### src/rtl/tt_um_alvin_asmar_flop_bank.sv
// Multi-channel storage-element bank: gated-D, toggle, enable-edge capture or shift chain
// per a global mode, with synchronised inputs and a saturating output-change counter.
module tt_um_alvin_asmar_flop_bank #(
    parameter int WIDTH       = 4,
    parameter int SYNC_STAGES = 2,
    parameter int CNT_W       = 4
) (
    input  logic       clk,
    input  logic       rst_n,
    input  logic       ena,
    input  logic [7:0] ui_in,
    input  logic [7:0] uio_in,
    output logic [7:0] uo_out,
    output logic [7:0] uio_out,
    output logic [7:0] uio_oe
);
    typedef enum logic [1:0] {
        MODE_GATED_D = 2'b00,
        MODE_TOGGLE  = 2'b01,
        MODE_EDGE    = 2'b10,
        MODE_SHIFT   = 2'b11
    } mode_e;

    localparam int SW = 2 * WIDTH + 4;
    localparam logic [CNT_W-1:0] CNT_MAX = {CNT_W{1'b1}};

    logic [SW-1:0]    raw_in;
    logic [SW-1:0]    sync_out;
    logic [WIDTH-1:0] ds;
    logic [WIDTH-1:0] es;
    mode_e            mode_s;
    logic             frz_s;
    logic             clr_s;

    logic [WIDTH-1:0] q_q;
    logic [WIDTH-1:0] q_d;
    logic [WIDTH-1:0] e_prev_q;
    logic [CNT_W-1:0] cnt_q;
    logic [CNT_W-1:0] cnt_d;

    logic [WIDTH-1:0] next_gated;
    logic [WIDTH-1:0] next_toggle;
    logic [WIDTH-1:0] next_edge;
    logic [WIDTH-1:0] next_shift;
    logic             changed;

    // Only the used pins are carried through the synchroniser, packed as one bus.
    assign raw_in = {uio_in[3:0], ui_in[4+WIDTH-1:4], ui_in[WIDTH-1:0]};

    generate
        if (SYNC_STAGES == 0) begin : g_bypass
            assign sync_out = raw_in;
        end else begin : g_sync
            logic [SYNC_STAGES-1:0][SW-1:0] stage_q;

            always_ff @(posedge clk) begin
                if (!rst_n) begin
                    stage_q <= '0;
                end else begin
                    stage_q[0] <= raw_in;
                    for (int k = 1; k < SYNC_STAGES; k++) begin
                        stage_q[k] <= stage_q[k-1];
                    end
                end
            end

            assign sync_out = stage_q[SYNC_STAGES-1];
        end
    endgenerate

    assign ds     = sync_out[WIDTH-1:0];
    assign es     = sync_out[2*WIDTH-1:WIDTH];
    assign mode_s = mode_e'(sync_out[2*WIDTH+1:2*WIDTH]);
    assign frz_s  = sync_out[2*WIDTH+2];
    assign clr_s  = sync_out[2*WIDTH+3];

    // Candidate next value of every channel for each mode; the mode mux picks one.
    generate
        for (genvar gi = 0; gi < WIDTH; gi++) begin : g_chan
            assign next_gated[gi]  = es[gi] ? ds[gi] : q_q[gi];
            assign next_toggle[gi] = q_q[gi] ^ (es[gi] & ds[gi]);
            assign next_edge[gi]   = (es[gi] & ~e_prev_q[gi]) ? ds[gi] : q_q[gi];

            if (gi == 0) begin : g_shift_head
                assign next_shift[gi] = es[0] ? ds[0] : q_q[gi];
            end else begin : g_shift_body
                assign next_shift[gi] = es[0] ? q_q[gi-1] : q_q[gi];
            end
        end
    endgenerate

    always_comb begin
        q_d = q_q;
        if (!frz_s) begin
            case (mode_s)
                MODE_GATED_D: q_d = next_gated;
                MODE_TOGGLE:  q_d = next_toggle;
                MODE_EDGE:    q_d = next_edge;
                MODE_SHIFT:   q_d = next_shift;
                default:      q_d = q_q;
            endcase
        end
    end

    assign changed = (q_d != q_q);

    always_comb begin
        cnt_d = cnt_q;
        if (clr_s) begin
            cnt_d = '0;
        end else if (changed && (cnt_q != CNT_MAX)) begin
            cnt_d = cnt_q + CNT_W'(1);
        end
    end

    // e_prev tracks the synced enables even while frozen, so edges seen during freeze are lost.
    always_ff @(posedge clk) begin
        if (!rst_n) begin
            q_q      <= '0;
            e_prev_q <= '0;
            cnt_q    <= '0;
        end else begin
            q_q      <= q_d;
            e_prev_q <= es;
            cnt_q    <= cnt_d;
        end
    end

    logic [3:0] q_ext;
    logic [3:0] cnt_ext;

    always_comb begin
        q_ext                 = '0;
        q_ext[WIDTH-1:0]      = q_q;
        cnt_ext               = '0;
        cnt_ext[CNT_W-1:0]    = cnt_q;
    end

    assign uo_out  = {cnt_ext, q_ext};
    assign uio_out = 8'h00;
    assign uio_oe  = 8'h00;

    logic _unused;
    assign _unused = &{1'b0, ena, ui_in, uio_in[7:4]};

endmodule
### config.mk
export PLATFORM = sky130hd
export DESIGN_NAME = tt_um_alvin_asmar_flop_bank
export DESIGN_NICKNAME = d
export VERILOG_FILES = /design/src/rtl/tt_um_alvin_asmar_flop_bank.sv
export SDC_FILE = /design/constraint.sdc
export NUM_CORES = 1
export LEC_CHECK = 0
export CORE_AREA = 8 8 82 84
export DETAILED_ROUTE_END_ITERATION = 8
export DIE_AREA = 0 0 90 92
export HOLD_SLACK_MARGIN = 0.15
export PLACE_DENSITY = 0.69
export SETUP_SLACK_MARGIN = 0.02
export SYNTH_ARGS = -nofsm -noshare
export SYNTH_HDL_FRONTEND = slang
export SYNTH_SLANG_ARGS = --single-unit
### constraint.sdc
create_clock -name clk -period 2.2 [get_ports clk]
set_input_delay 0.55 -clock clk [delete_from_list [all_inputs] [get_ports clk]]
set_output_delay 0.55 -clock clk [all_outputs]
set_load 0.05 [all_outputs]
==> impl_summary.txt, run 1 <==
----------------------------------------------------
[Setup path]
  Sequence of cells on the critical path ... clkdlybuf4s50_1
  Critical path buffers and inverters ... 1
  Setup slack of the most critical reg-to-reg path ... 0.20 ns
  Worst stage delay on the critical path ... 0.83 ns
  Maximum fanout encountered on the critical timing path ... 5
  Crit path max-delay cell type ... sky130_fd_sc_hd__clkdlybuf4s50_1
  Crit path max-delay family ... buffers and inverters
  Arrival time worst endpoint ... 1.50 ns
  Critical Path RT ... 1.65 ns
  Type of the setup path with the least slack ... register to output port
  Endpoint kind of the worst setup timing path ... output port
  CP Launch Type ... register

[Layout]
  Final cell area excluding filler cells ... 0.002197 mm^2
  Signed area change from the synthesized netlist to the final layout ... 19.62%
  Count of filler cells inserted in the layout ... 578
  Net count of the finished layout ... 257
  # diodes ... 0
  Fraction of final layout cells with drive strength greater than 1 ... 16.46%

[Synth]
  Post-synthesis share of cell area spent on xor and xnor gates ... 0.4768%
  Sequential area share after synthesis ... 39.24%
  Synthesized instance count ... 206
  Number of enable flip-flop cells after synthesis ... 0
  Netlist area before placement ... 0.001837 mm^2
  Flip-flop and latch count after synthesis ... 36
  Main combinational cell family by area after synthesis ... simple AND/OR/NAND/NOR gates
  Simple-gate portion of the synthesized area ... 28.34%
  Synth Area per Inst ... 8.916 um^2
  Total of warnings raised by yosys ... 0
  Area fraction in compound gates after synthesis ... 18.53%
  Post-synthesis async set-or-reset flop share ... 0%
  Portion of netlist area occupied by mux cells ... 1.907%
  Commonest register cell after synthesis ... sky130_fd_sc_hd__dfxtp_1
  Number of distinct library cells after synthesis ... 59
  Synthesized-area fraction occupied by adder cells ... 0.6812%

[Timing]
  Slew margin rel. ... 66.55%
  Slew at the pin closest to its max-slew limit ... 0.5002 ns
  Final clock skew ... 0.003581 ns
  Period minus WS final ... 2.054 ns
  Highest achievable clock rate ... 486.9 MHz
  Post-route worst setup slack ... 0.1464 ns
  Hold violation total from the final report ... 0
  Share of the cycle needed by the critical path after routing ... 93.35%
  Final setup violation count ... 0
  Unrepaired setup endpoints after global routing ... no
  Final total negative setup slack ... 0 ns
  Final max-slew violation count ... 0

[Routing]
  Wire length after detailed routing ... 3337 um
  Detailed-route wire length on metal 1 ... 1495 um
  Final ANT Viol Nets ... 0
  Post-detailed-route wirelength per cell ... 10.80 um
  Per-cell via count in the routed design ... 4.602
  Drt first pass iters ... 4
  Routed wl met3 ... 159 um
  Count of routing violations after the opening detailed-route iteration ... 64
  Highest routing layer actually used ... met4
  Number of remaining DRC errors ... 0
  Total length of routed met2 wires ... 1603 um
  Via count of the routed design ... 1422

[Die]
  Area of the die ... 0.008280 mm^2
  Total core area ... 0.005405 mm^2
  Horizontal die dimension ... 90 um
  Row count ... 27
  Initial core utilization ... 33.98%
  Chip Height ... 92 um
  Ports ... 43

[Global route]
  Vias in the first global route ... 1399
  Wire length of the first global-routing pass ... 6127 um
  Sum of overflow across all layers after global routing ... 0
  Largest net degree at the start of global routing ... 24
  Initial antenna violation count ... 0
  Overall fraction of global-route tracks in use ... 8.832%

[Clock network]
  Clock latency on the worst-skew pair ... 0.28 ns
  Hold-fix buffers at CTS ... 0
  Clock tree sinks ... 36
  Maximum buffer depth of the clock tree ... 2
  CTS buffer count ... 5
  Clock input transition at the sequential cells of the worst setup and hold paths ... 0.07 ns
  CTS tree ... built
  Post-CTS setup repair buffer count ... 0
  H-tree depth ... 2
  Count of instances resized after the clock tree is built ... 0
  Root buffer selected by CTS ... sky130_fd_sc_hd__clkbuf_8

[Worst hold path]
  Worst hold-check path type ... register to register

[Pwr]
  Largest voltage drop on the vdd net ... 0.4272 mV
  Leakage dissipation ... 0.8803 nW
  Areal power density over the cells ... 660.5 mW/mm^2

[Placement]
  HPWL Detailed ... 2636 um
  IO Port Bufs ... 21
  Global placement routability congestion ... 0.7917
  Cell Area, Placed ... 0.002112 mm^2
  Post-placement setup slack ... 0.03948 ns

[Run status]
  Run status ... finished clean

[Run]
  Max Cap Viol ... 0

----------------------------------------------------
==> metrics by stage <==
stage	utilization [%]	power [mW]	hold slack, ns	std cells
detailed placement	39.07	1.043	0.4169	301
global route	40.65	1.532	0.4474	309
CTS	40.51	1.465	0.4320	308
floorplan	-	0.9810	0.4119	221
global placement	39.07	1.038	0.4132	301
finish	40.65	1.451	0.4305	309
==> routing by layer <==
metal  vias to the layer above  global-route usage, %
met5                         -                      0
met4                         0                  5.825
met3                         6                  2.771
met2                        28                  14.54
met1                       646                  9.688
li1                        742                      -
==> where the power goes <==
| part | internal (mW) | switching [mW] | total (mW) | leakage, nW |
|---|---|---|---|---|
| Clock | 0.215 | 0.204 | 0.419 | 0.0410 |
| Sequential | 0.687 | 0.0306 | 0.718 | 0.297 |
| Combinational | 0.124 | 0.191 | 0.314 | 0.543 |
| Total | 1.03 | 0.426 | 1.45 | 0.880 |
==> state kept, by name, indices dropped and copies added (netlist names) <==
name,flops
e_prev_q,4
cnt_ext,4
q_ext,4
g_sync.stage_q,12
sync_out,12
==> layout make-up <==
cell class | instances | area [um^2] | area share, %
Clock buffer | 6 | 72.57 | 3.303
Clock inverter | 1 | 5.005 | 0.2278
Inverter | 7 | 26.28 | 1.196
Multi-Input combinational cell | 152 | 977.2 | 44.48
Sequential cell | 36 | 720.7 | 32.80
Tap cell | 72 | 90.09 | 4.100
Timing Repair Buffer | 35 | 305.3 | 13.90
==> placed cells by master (no fill, tap or decap), drive strengths merged, types with 2 or more instances in the layout <==
cell / count
dfxtp: 36
and2: 31
buf: 18
clkdlybuf4s50: 17
conb: 16
o21ai: 15
nand2: 12
a21oi: 11
nor2: 10
inv: 7
clkbuf: 6
nor2b: 4
nand3: 3
mux2i: 2
or3b: 2
o31ai: 2
nand3b: 2
a31oi: 2
o31a: 2
nand4bb: 2
nor3b: 2
nor3: 2
and3: 2
a311oi: 2
or3: 2
or2b: 2
and4b: 2
==> worst paths after layout <==
path                                                end  cells after the start                    startpoint
worst max-delay path                          uo_out[6]                      1       cnt_ext[2]$_SDFFE_PP0P_
worst min-delay path             sync_out[2]$_SDFF_PN0_                      1  g_sync.stage_q[2]$_SDFF_PN0_
worst max register to register  cnt_ext[2]$_SDFFE_PP0P_                      8        sync_out[9]$_SDFF_PN0_
worst min register to register   sync_out[2]$_SDFF_PN0_                      1  g_sync.stage_q[2]$_SDFF_PN0_
==> synth_stat cells (all sizes together), types with 2 or more instances <==
cell     count  share of area [%]
nor3b        2               0.82
nor3         2                1.1
a21oi       11                3.0
o31a         2               0.95
or2b         2               0.89
nand4bb      2                1.2
buf         20                8.0
mux2i        2                1.1
and3         2               0.68
dfxtp       36                 39
a31oi        2               0.68
a311oi       2                1.9
inv          7                1.4
nand2       12                2.6
and2        31                 11
o31ai        2               0.82
nor2        10                2.0
clkbuf       6                1.2
or3b         2               0.95
or3          2               0.75
o21ai       15                4.3
and4b        2                1.3
nand3        3               0.82
nand3b       2               0.82
nor2b        4                1.8
==> worst reg2reg max path: stages, from the launching register on <==
cell and delay (ns):
sky130_fd_sc_hd__dfxtp_1 0.48, sky130_fd_sc_hd__or3b_1 0.38, sky130_fd_sc_hd__a21oi_1 0.20, sky130_fd_sc_hd__a311oi_1 0.09
sky130_fd_sc_hd__o21ai_0 0.21, sky130_fd_sc_hd__nand4bb_1 0.11, sky130_fd_sc_hd__buf_4 0.17, sky130_fd_sc_hd__and4b_4 0.20
sky130_fd_sc_hd__nor3_2 0.09
==> cells by family (layout without fill, tap and decap cells) <==
group | count (synthesis) | after routing
other | 1 | 16
AND/OR/NAND/NOR | 83 | 83
adder cells (fa/ha/maj) | 1 | 1
AO/OA/AOI/OAI | 48 | 48
multiplexers | 3 | 3
XOR/XNOR | 1 | 1
flip-flops | 36 | 36
buffers and inverters | 33 | 49
No activity file was read; power rests on OpenSTA's default activity.
==> inputs of run 2 (changes only) <==
--- a/config.mk
+++ b/config.mk
@@ -5,11 +5,12 @@
 export SDC_FILE = /design/constraint.sdc
 export NUM_CORES = 1
 export LEC_CHECK = 0
-export CORE_AREA = 8 8 82 84
+export CORE_AREA = 5 5 79 81
 export DETAILED_ROUTE_END_ITERATION = 8
-export DIE_AREA = 0 0 90 92
+export DIE_AREA = 0 0 84 86
 export HOLD_SLACK_MARGIN = 0.15
 export PLACE_DENSITY = 0.69
+export REMOVE_ABC_BUFFERS = 1
 export SETUP_SLACK_MARGIN = 0.02
 export SYNTH_ARGS = -nofsm -noshare
 export SYNTH_HDL_FRONTEND = slang
==> impl_summary.txt, run 2 (synthesis gave the netlist of run 1 again) <==
----------------------------------------------------
[Run status]
  Run status ... finished clean

[Layout]
  Final cell area excluding filler cells ... 0.002232 mm^2 (+1.6%)
  Most frequent cells in the layout ... 34 x sky130_fd_sc_hd__dfxtp_1, 30 x sky130_fd_sc_hd__and2_1, 17 x sky130_fd_sc_hd__clkdlybuf4s50_1, 17 x sky130_fd_sc_hd__buf_4, 16 x sky130_fd_sc_hd__conb_1
  Signed area change from the synthesized netlist to the final layout ... 21.53%
  Most common cell after layout, fill and taps aside ... sky130_fd_sc_hd__dfxtp_1
  # diodes ... 0 (unchanged)
  Fraction of final layout cells with drive strength greater than 1 ... 17.65% (+1.2 points)
  Net count of the finished layout ... 257 (unchanged)
  Count of filler cells inserted in the layout ... 552 (-4.5%)
  Final core utilization ... 41.30% (+0.65 points)

[Setup path]
  Maximum fanout encountered on the critical timing path ... 5 (unchanged)
  Sequence of cells on the critical path ... clkdlybuf4s50_1
  Critical Path RT ... 1.65 ns (about the same)
  Crit path max-delay family ... buffers and inverters
  Crit path max-delay cell type ... sky130_fd_sc_hd__clkdlybuf4s50_1
  Endpoint kind of the worst setup timing path ... output port
  Critical path buffers and inverters ... 1 (unchanged)
  CP Launch Type ... register
  Arrival time worst endpoint ... 1.51 ns (about the same)
  Worst stage delay on the critical path ... 0.83 ns (about the same)
  Type of the setup path with the least slack ... register to output port

[Pwr]
  Clock network fraction of total power ... 30.8% (+1.9 points)
  Total Power ... 1.492 mW (+2.8%)
  Flop pwr share ... 48.2% (-1.3 points)
  Leakage dissipation ... 0.8919 nW (+1.3%)
  Areal power density over the cells ... 668.2 mW/mm^2 (+1.2%)
  Internal power ... 1.066 mW (+4.0%)
  Power spent charging and discharging nets ... 425.5 uW (about the same)
  Largest voltage drop on the vdd net ... 0.3562 mV (-17%)
  Fraction of power spent switching nets ... 28.53% (-0.81 points)
  Proportion of power drawn by combinational gates ... 21.1% (-0.6 points)

[Clock network]
  Clock latency on the worst-skew pair ... 0.28 ns (about the same)
  CTS buffer count ... 5 (unchanged)
  Clock tree sinks ... 36 (unchanged)
  Hold-fix buffers at CTS ... 0 (unchanged)
  CTS tree ... built
  Maximum buffer depth of the clock tree ... 2 (unchanged)
  H-tree depth ... 2 (unchanged)
  Clock input transition at the sequential cells of the worst setup and hold paths ... 0.06 ns (about the same)
  Root buffer selected by CTS ... sky130_fd_sc_hd__clkbuf_8

[Global route]
  Initial antenna violation count ... 0 (unchanged)
  Overall fraction of global-route tracks in use ... 9.821% (+0.99 points)
  Sum of overflow across all layers after global routing ... 0 (unchanged)
  Vias in the first global route ... 1426 (+1.9%)
  Largest net degree at the start of global routing ... 27 (+13%)
  Wire length of the first global-routing pass ... 5865 um (-4.3%)

[Routing]
  Wire length after detailed routing ... 3204 um (-4.0%)
  Final ANT Viol Nets ... 0 (unchanged)
  Count of routing violations after the opening detailed-route iteration ... 59 (-7.8%)
  Number of remaining DRC errors ... 0 (unchanged)
  Drt first pass iters ... 4 (unchanged)
  Post-detailed-route wirelength per cell ... 10.34 um (-4.3%)
  Via count of the routed design ... 1416 (-0.42%)
  Per-cell via count in the routed design ... 4.568 (-0.74%)

[Placement]
  IO Port Bufs ... 21 (unchanged)
  HPWL Detailed ... 2476 um (-6.1%)
  Cell Area, Placed ... 0.002132 mm^2 (+0.95%)
  Global placement routability congestion ... 0.7867 (-0.63%)

[Timing]
  Highest achievable clock rate ... 484.9 MHz (-0.43%)
  Final clock skew ... 0.002013 ns (-0.001568 ns)
  Period minus WS final ... 2.062 ns (+0.008863 ns)
  Final total negative setup slack ... 0 ns (unchanged)
  Final setup violation count ... 0 (unchanged)
  Share of the cycle needed by the critical path after routing ... 93.75% (+0.40 points)
  Unrepaired setup endpoints after global routing ... no
  Final max-slew violation count ... 0 (unchanged)
  Slew margin rel. ... 66.66% (+0.11 points)
  Hold violation total from the final report ... 0 (unchanged)
  Slew at the pin closest to its max-slew limit ... 0.4986 ns (-0.001606 ns)

[Die]
  Horizontal die dimension ... 84 um (-6.7%)
  Total core area ... 0.005405 mm^2 (unchanged)
  Ports ... 43 (unchanged)
  Row count ... 27 (unchanged)
  Chip Height ... 86 um (-6.5%)
  Initial core utilization ... 33.98% (unchanged)
  Area of the die ... 0.007224 mm^2 (-13%)

[Worst hold path]
  Worst hold-check path type ... register to register

[Run]
  Max Cap Viol ... 0 (unchanged)

----------------------------------------------------
-- run 2: cell types whose count changed in the layout (fill, tap and decap cells not counted), sizes merged --
cell,delta
clkinv,-1
clkbuf,+2
-- run 2: through the flow --
step | std cells | hold WS, ns | setup slack [ns]
2_1_floorplan | 195 | 0.4118 | 0.007826
3_3_place_gp | 302 | 0.4136 | 0.05201
3_5_place_dp | 302 | 0.4179 | 0.005526
4_1_cts | 310 | 0.4330 | 0.03877
5_1_grt | 310 | 0.4393 | 0.02733
6_report | 310 | 0.4307 | 0.1375
-- run 2: cell type report --
type	count	area, um^2	share of cell area, %
inverter	7	26.28	1.177
tap	72	90.09	4.036
clock buffer	8	90.09	4.036
timing repair buffer	35	317.8	14.24
multi-input combinational	152	982.2	44.00
sequential	36	725.7	32.51
-- run 2: path summary, 6_finish.rpt --
| path | to | startpoint | cells past startpoint | slack, ns |
|---|---|---|---|---|
| min | sync_out[11]$_SDFF_PN0_ | g_sync.stage_q[11]$_SDFF_PN0_ | 1 | 0.43 |
| max | uo_out[6] | cnt_ext[2]$_SDFFE_PP0P_ | 1 | 0.14 |
| max reg2reg | cnt_ext[2]$_SDFFE_PP0P_ | sync_out[5]$_SDFF_PN0_ | 7 | 0.15 |
| min reg2reg | sync_out[11]$_SDFF_PN0_ | g_sync.stage_q[11]$_SDFF_PN0_ | 1 | 0.43 |
-- run 2: per-layer routing --
layer  global-route usage [%]  wire length, um
met1                    10.76             1434
met2                    17.35             1573
met3                    2.209              137
met4                    5.848               59
met5                        0                0
-- run 2: power groups by stage --
stage	Sequential [mW]	Combinational, mW	Clock (mW)
after global routing	0.725	0.345	0.508
after detailed placement	0.734	0.312	0
final	0.718	0.314	0.459
after global placement	0.733	0.309	0
after CTS	0.719	0.313	0.480
after floorplan	0.776	0.171	0
-- run 2: repair_timing --
| item | CTS | global route |
|---|---|---|
| pin swaps | 0 | 1 |
| gates resized for setup | 1 | 3 |
| setup buffers | 0 | 0 |
| setup endpoints to repair | 2 | 4 |
